<file path="src/rtl/demux1_2_32bit_stream.sv">
// demux1_2_32bit_stream: routes a 32-bit word stream to one of two consumers.
// Each destination has a private FIFO of DEPTH entries, so a stalled consumer
// only blocks words addressed to it.
// Optional feature macro: DEMUX_STATS_EN adds saturating delivered-word
// counters count0/count1 of width CW.
module demux1_2_32bit_stream #(
  parameter int DEPTH = 2,
  parameter int CW    = 16
) (
  input  logic          clock,
  input  logic          reset_n,
  input  logic          in_valid,
  output logic          in_ready,
  input  logic [31:0]   in_data,
  input  logic          in_sel,
  output logic          out0_valid,
  input  logic          out0_ready,
  output logic [31:0]   out0_data,
  output logic          out1_valid,
  input  logic          out1_ready,
  output logic [31:0]   out1_data
`ifdef DEMUX_STATS_EN
  ,
  output logic [CW-1:0] count0,
  output logic [CW-1:0] count1
`endif
);

  localparam int AW = $clog2(DEPTH);
  localparam logic [AW:0] FULL_OCC = (AW+1)'(DEPTH);

  logic [31:0] mem    [2][DEPTH];
  logic [AW-1:0] wr_ptr [2];
  logic [AW-1:0] rd_ptr [2];
  logic [AW:0]   occ    [2];

  logic [1:0] full;
  logic [1:0] nonempty;
  logic [1:0] push;
  logic [1:0] pop;
  logic       accept;

  // Per-channel status flags and the handshake decode for both sides.
  always_comb begin
    for (int k = 0; k < 2; k++) begin
      full[k]     = (occ[k] == FULL_OCC);
      nonempty[k] = (occ[k] != '0);
    end
    // A pop from a full FIFO does not make room for a push in the same cycle.
    in_ready = reset_n && !full[in_sel];
    accept   = in_valid && in_ready;
    push[0]  = accept && !in_sel;
    push[1]  = accept && in_sel;
    pop[0]   = nonempty[0] && out0_ready;
    pop[1]   = nonempty[1] && out1_ready;
  end

  assign out0_valid = nonempty[0];
  assign out1_valid = nonempty[1];
  assign out0_data  = mem[0][rd_ptr[0]];
  assign out1_data  = mem[1][rd_ptr[1]];

  // FIFO storage, pointers and occupancy for both channels; reset wipes storage too.
  always_ff @(posedge clock or negedge reset_n) begin
    if (!reset_n) begin
      for (int k = 0; k < 2; k++) begin
        wr_ptr[k] <= '0;
        rd_ptr[k] <= '0;
        occ[k]    <= '0;
        for (int e = 0; e < DEPTH; e++) begin
          mem[k][e] <= 32'h0;
        end
      end
    end else begin
      for (int k = 0; k < 2; k++) begin
        if (push[k]) begin
          mem[k][wr_ptr[k]] <= in_data;
          wr_ptr[k]         <= wr_ptr[k] + AW'(1);
        end
        if (pop[k]) begin
          rd_ptr[k] <= rd_ptr[k] + AW'(1);
        end
        case ({push[k], pop[k]})
          2'b10:   occ[k] <= occ[k] + (AW+1)'(1);
          2'b01:   occ[k] <= occ[k] - (AW+1)'(1);
          default: occ[k] <= occ[k];
        endcase
      end
    end
  end

`ifdef DEMUX_STATS_EN
  // Saturating counts of words handed to each consumer.
  always_ff @(posedge clock or negedge reset_n) begin
    if (!reset_n) begin
      count0 <= '0;
      count1 <= '0;
    end else begin
      if (pop[0] && (count0 != {CW{1'b1}})) begin
        count0 <= count0 + CW'(1);
      end
      if (pop[1] && (count1 != {CW{1'b1}})) begin
        count1 <= count1 + CW'(1);
      end
    end
  end
`else
`endif

endmodule

</file>
<file path="config.mk">
export PLATFORM = sky130hd
export DESIGN_NAME = demux1_2_32bit_stream
export DESIGN_NICKNAME = d
export VERILOG_FILES = /design/src/rtl/demux1_2_32bit_stream.sv
export SDC_FILE = /design/constraint.sdc
export NUM_CORES = 1
export LEC_CHECK = 0
export BUFFER_PORTS_ARGS = -buffer_cell sky130_fd_sc_hd__buf_2
export CORE_UTILIZATION = 56
export CTS_CLUSTER_DIAMETER = 200
export DETAILED_ROUTE_END_ITERATION = 8
export PLACE_DENSITY_LB_ADDON = 0.12
export SLEW_MARGIN = 20
export SYNTH_ARGS = -nofsm -noshare
export SYNTH_HDL_FRONTEND = slang
export SYNTH_SLANG_ARGS = --single-unit
</file>
<file path="constraint.sdc">
create_clock -name clock -period 1.9 [get_ports clock]
set_input_delay 0.19 -clock clock [delete_from_list [all_inputs] [get_ports clock]]
set_output_delay 0.19 -clock clock [all_outputs]
set_load 0.01 [all_outputs]
</file>
; ---- Word level (Yosys, flattened, before mapping)
; Index checks and enable logic that the tools add are counted.
[op_classes]
add_sub_neg = 8
n_lt_le_gt_ge = 7
n_eq_ne = 6
n_mux = 16
n_bitwise = 4
n_reduce_logical = 14
[op_table]
columns = cell, n
row1 = $mux W32, 8
row2 = $bwmux W64, 2
row3 = $demux W32 S1, 2
row4 = $eq A2 B2 Y1 const B, 4
row5 = $ge A2 B2 Y1 const B, 4
row6 = $logic_and A1 B1 Y1, 8
row7 = $not A1 Y2, 4
row8 = $pmux W2 S2, 2
row9 = $reduce_bool A2 Y1, 4
row10 = $add A1 B1 Y1 const B, 4
row11 = $add A2 B1 Y2 const B, 2
row12 = $eq A2 B1 Y1 const B, 2
row13 = $lt A2 B1 Y1 const B, 2
row14 = $sub A2 B1 Y2 const B, 2
row15 = $logic_not A1 Y1, 2
row16 = $lt A1 B2 Y1 const B, 1
row17 = $mux W1, 2
[totals]
ff_bits = 136
word_cells = 65

; ---- Logic depth before layout (Yosys ltp)
[logic_depth]
ltp_word = 9
mapped_depth = 6
ltp_nobuf = 6

; ---- Worst setup path after synthesis
; OpenSTA, ideal clock, no wires.
[synth_path]
path_type = flip-flop to flip-flop
from = register occ[1] (netlist name)
to = register occ[1] (netlist name)
setup_ns = 0.079
t_arrival_ns = 1.617
required_time_ns = 1.821
path_slack_ns = 0.204
path_stages_with_launch = 6
path_buffers = 0
period_less_slack_ns = 1.696
cell_sequence = dfrtp_1 nor2b_1 or3b_2 ha_1 nor2_1 xor2_1
[synth_via]
elab_chain_cells = 9
[synth_rtl]
columns = element, line_no
row1 = from (decl), 35  ; logic [AW:0] occ [2];
row2 = "from (signal, indexed assignment)", 84  ; 2'b10: occ[k] <= occ[k] + (AW+1)'(1);
row3 = "from (signal, indexed assignment)", 85  ; 2'b01: occ[k] <= occ[k] - (AW+1)'(1);
row4 = "from (signal, indexed assignment)", 86  ; default: occ[k] <= occ[k];
row5 = $eq A2 B2 Y1, 46  ; full[k] = (occ[k] == FULL_OCC);
row6 = $mux W1 (not written as such) (2 in a row), 50  ; in_ready = reset_n && !full[in_sel];
row7 = $logic_not A1 Y1, 50
row8 = $logic_and A1 B1 Y1, 50
row9 = $logic_and A1 B1 Y1, 51  ; accept = in_valid && in_ready;
row10 = $logic_and A1 B1 Y1, 53  ; push[1] = accept && in_sel;
row11 = $eq A2 B1 Y1 / $eq A2 B2 Y1 (equally long branches), 83  ; case ({push[k], pop[k]})
row12 = $pmux W2 S2 / $reduce_bool A2 Y1 (equally long branches), --
; Several ways; a longest one is shown, not always the timed one. The select of a mux whose other input is x is not followed.
; A chain may end at the register's enable or synchronous reset.

; ---- Worst setup path after layout
[layout_path]
from = register occ[3] (netlist name)
to = register mem[121] (netlist name)
[layout_via]
elab_chain_cells = 7
[layout_rtl]
columns = element, line_no
row1 = $eq A2 B2 Y1, 46
row2 = $mux W1 (not written as such) (2 in a row), 50
row3 = $logic_not A1 Y1, 50
row4 = $logic_and A1 B1 Y1, 50
row5 = $logic_and A1 B1 Y1, 51
row6 = $logic_and A1 B1 Y1, 52  ; push[0] = accept && !in_sel;
row7 = "to (signal, indexed assignment)", 77  ; mem[k][wr_ptr[k]] <= in_data;
row8 = to (decl), 32  ; logic [31:0] mem [2][DEPTH];
; No other way between the ends. The select of a mux whose other input is x is not followed.

==> summary.json <==
{
  "overflow_after_grt": {"value": 0},
  "mappedNetlistNets": {"value": 420},
  "layout.cells.most_common_list": {"value": "sky130_fd_sc_hd__mux2_2, sky130_fd_sc_hd__dfrtp_1, sky130_fd_sc_hd__buf_2"},
  "post_synth.cell_area_avg": {"value": 16.0, "unit": "um2"},
  "number_of_warnings_issued_by_yosys": {"value": 0},
  "timing.critical_path.arrival": {"value": 2.24, "unit": "ns"},
  "syn-instance-count": {"value": 380},
  "clock_net_sink_count": {"value": 136},
  "seq_area_frac_synth": {"value": 0.559},
  "placed_cells_incl_taps": {"value": 617},
  "regToRegEndpoint": {"value": "mem[121]"},
  "power_frac_comb": {"value": 0.396},
  "synth.ff_latch_count": {"value": 136},
  "number_of_global_route_vias_before_repair": {"value": 4042},
  "power.sequential.fraction": {"value": 0.360},
  "clkTransAtPathRegs": {"value": 0.06, "unit": "ns"},
  "crit_type": {"value": "reg2reg"},
  "timing.critical_path.to_type": {"value": "flip-flop"},
  "cts_buffers": {"value": 17},
  "floorplan.io_pins": {"value": 105},
  "whs": {"value": 0.0448, "unit": "ns"},
  "num-nets-final": {"value": 574},
  "hold_viol": {"value": 0},
  "power.static_leakage": {"value": 3.66, "unit": "nW"},
  "ctsLongestPathBuffers": {"value": 2},
  "die_area": {"value": 0.0113, "unit": "mm2"},
  "postRouteAntennaNets": {"value": 0},
  "grt_start_max_net_pins": {"value": 137},
  "fin_worst_skew": {"value": 0.0103, "unit": "ns"},
  "fp.coreArea": {"value": 0.0104, "unit": "mm2"},
  "r2r_setup_slack": {"value": 0.05, "unit": "ns"},
  "most_common_cell_after_layout_fill_and_taps_aside": {"value": "sky130_fd_sc_hd__mux2_2"},
  "drc_violation_count_after_routing": {"value": 0},
  "clock.fmax": {"value": 0.539, "unit": "GHz"},
  "syn_area": {"value": 0.00609, "unit": "mm2"},
  "filler_cell_count": {"value": 665},
  "asyncSetResetFlopFracSynth": {"value": 1.00},
  "path_max_fanout": {"value": 11},
  "detailedRoute.firstPassIterationCount": {"value": 4},
  "fin_ws": {"value": 0.0452, "unit": "ns"},
  "hold_depth": {"value": 3},
  "total_routing_usage_reported_by_global_routing": {"value": 0.239},
  "wl": {"value": 12.3, "unit": "mm"},
  "timing.critical_path.slowest_stage_cell": {"value": "sky130_fd_sc_hd__or4_2"},
  "timing.final.crit_period": {"value": 1.85, "unit": "ns"},
  "yosysTopAreaCell": {"value": "sky130_fd_sc_hd__dfrtp_1"},
  "power.switching_fraction": {"value": 0.303},
  "grt_first_pass_wirelength": {"value": 20.5, "unit": "mm"},
  "portBuffers": {"value": 104},
  "antennaDiodeCount": {"value": 0},
  "yosys.cell_types.count": {"value": 24},
  "detail_route.iter0.violations": {"value": 116},
  "internal_power": {"value": 9.88, "unit": "mW"},
  "setup_violations": {"value": 0},
  "htree_num_levels": {"value": 4},
  "synth.top_cells.by_area": {"value": "sky130_fd_sc_hd__dfrtp_1, sky130_fd_sc_hd__mux2_2, sky130_fd_sc_hd__mux2_4"},
  "max_cap_viols": {"value": 0},
  "crit_path_start_kind": {"value": "flip-flop"},
  "post-synth-top-area-fraction": {"value": 0.559},
  "start_util": {"value": 0.585},
  "layout_worst_path_cycle_share": {"value": 0.976},
  "share_of_post_route_cells_with_drive_strength_above_1": {"value": 0.640},
  "num_rows": {"value": 37},
  "timing_worst_slew_pin_value": {"value": 0.700, "unit": "ns"},
  "hp-start": {"value": "out1_ready"},
  "vias_per_cell": {"value": 5.30},
  "die_w": {"value": 106, "unit": "um"},
  "reg2regPathDepth": {"value": 4},
  "slew_headroom": {"value": 0.533},
  "hold_end": {"value": "rd_ptr[0]"},
  "status": {"value": "finished, final reports clean"},
  "final_area": {"value": 0.00780, "unit": "mm2"},
  "tritoncts": {"value": "yes"},
  "worstPathCellList": {"value": "nor2b_1, or4_2, buf_4, mux2_4"},
  "placed_cell_areas": {"value": 0.00682, "unit": "mm2"},
  "critical_path.max_stage_delay": {"value": 0.61, "unit": "ns"},
  "pwr_density_cell": {"value": 1820, "unit": "mW/mm2"},
  "dieHeight": {"value": 106, "unit": "um"},
  "post_layout_nonfiller_instances": {"value": 683},
  "place.gp.congestion": {"value": 0.692},
  "p_clk_frac": {"value": 0.244},
  "worst_min_delay_path_class": {"value": "in2reg"},
  "switchingPower": {"value": 4.30, "unit": "mW"},
  "ir_worst_vdd": {"value": 1.18, "unit": "mV"},
  "setup-tns-final": {"value": 0, "unit": "ns"},
  "worstReg2RegStart": {"value": "occ[3]"},
  "wire_per_inst": {"value": 18.0, "unit": "um"},
  "synth_enable_flop_cells": {"value": 0},
  "yosys_most_used_dff": {"value": "sky130_fd_sc_hd__dfrtp_1"},
  "maxSlewViolCount": {"value": 0},
  "cts_root_buffer": {"value": "sky130_fd_sc_hd__clkbuf_8"},
  "area_growth": {"value": 28.1, "unit": "%"},
  "hpwl": {"value": 7.82, "unit": "mm"},
  "initial_antenna_violation_count": {"value": 0},
  "rsz0062_at_grt": {"value": "no"},
  "worstSkewPairLatency": {"value": 0.50, "unit": "ns"},
  "routed-via-count": {"value": 3620},
  "critical_path_required": {"value": 2.28, "unit": "ns"},
  "dp_worst_setup_slack": {"value": 0.0659, "unit": "ns"}
}
[registers in the layout, summed over array words and instances (netlist names)]
name,flops
mem,128
wr_ptr,2
occ,4
rd_ptr,2
[logic make-up after synthesis]
group / count (synthesis) / synth area share
compound gates: 1 / 0.00164
xor+xnor: 10 / 0.0144
fa+ha+maj: 2 / 0.00411
buf+inv: 22 / 0.0247
flops: 136 / 0.559
mux: 192 / 0.374
simple gates: 17 / 0.0228
[synthesized netlist by cell type (2+ instances only)]
cell                       count
sky130_fd_sc_hd__xnor2_1       7
sky130_fd_sc_hd__xor2_1        3
sky130_fd_sc_hd__and2_1        2
sky130_fd_sc_hd__ha_1          2
sky130_fd_sc_hd__buf_12        3
sky130_fd_sc_hd__nor2b_1       2
sky130_fd_sc_hd__nand2_1       2
sky130_fd_sc_hd__mux2_1        7
sky130_fd_sc_hd__dfrtp_1     136
sky130_fd_sc_hd__or2_2         2
sky130_fd_sc_hd__clkbuf_1      8
sky130_fd_sc_hd__nor2_1        2
sky130_fd_sc_hd__buf_2         9
sky130_fd_sc_hd__nor4b_4       2
sky130_fd_sc_hd__mux2_4       30
sky130_fd_sc_hd__mux2_2      155
[per-layer routing]
metal  wire length [um]  vias up  global-route usage
met5                  0        -                   0
met4                144        0              0.0704
met1               5440     1868               0.297
met2               6240       76               0.412
met3                475        9              0.0589
li1                   -     1667                   -
[critical path: cells and delay by family, from the launching register on]
kind	cells	cell delay [ns]
AND/OR/NAND/NOR	2	0.79
flip-flops	1	0.38
multiplexers	1	0.31
buffers and inverters	1	0.25
[stage by stage]
step                      power [mW]   util
after detailed placement        10.7  0.655
after CTS                       14.3  0.748
after global routing            15.0  0.749
after global placement          10.4  0.655
after floorplan                 8.76      -
final                           14.2  0.749
[worst max-delay path by stage]
stage                 from  endpoint  slack [ns]  cells after the start
floorplan           occ[1]    occ[1]        0.20                      5
global placement    occ[3]  mem[124]         0.1                      4
detailed placement  occ[3]  mem[119]        0.07                      4
CTS                 occ[3]  mem[119]        0.05                      4
global route        occ[3]  mem[119]        0.01                      4
finish              occ[3]  mem[121]        0.05                      4
[power by group through the flow]
stage	logic [mW]	clock network [mW]	registers, mW
floorplan	3.88	0	4.87
global placement	5.42	0	5.02
detailed placement	5.54	0	5.14
CTS	5.66	3.50	5.12
global route	6.05	3.63	5.32
finish	5.62	3.45	5.11
[repair_timing]
| action | 4_1_cts | 5_1_grt |
|---|---|---|
| setup endpoints to repair | 10 | 1 |
| hold buffers | 33 | 0 |
| pin swaps | 0 | 2 |
| hold endpoints to repair | 264 | 0 |
| resized for setup | 2 | 2 |
| buffers inserted | 0 | 1 |
[cell type report]
class,instances,area (um2),share of cell area
clock buffers,22,463,0.0593
clock inverters,10,166,0.0213
inverters,1,3.75,0.000481
multi-input cells,222,2550,0.327
flip-flops and latches,136,3410,0.437
well taps,136,170,0.0218
repair buffers,156,1040,0.133
Power figures use the tool's default switching activity.
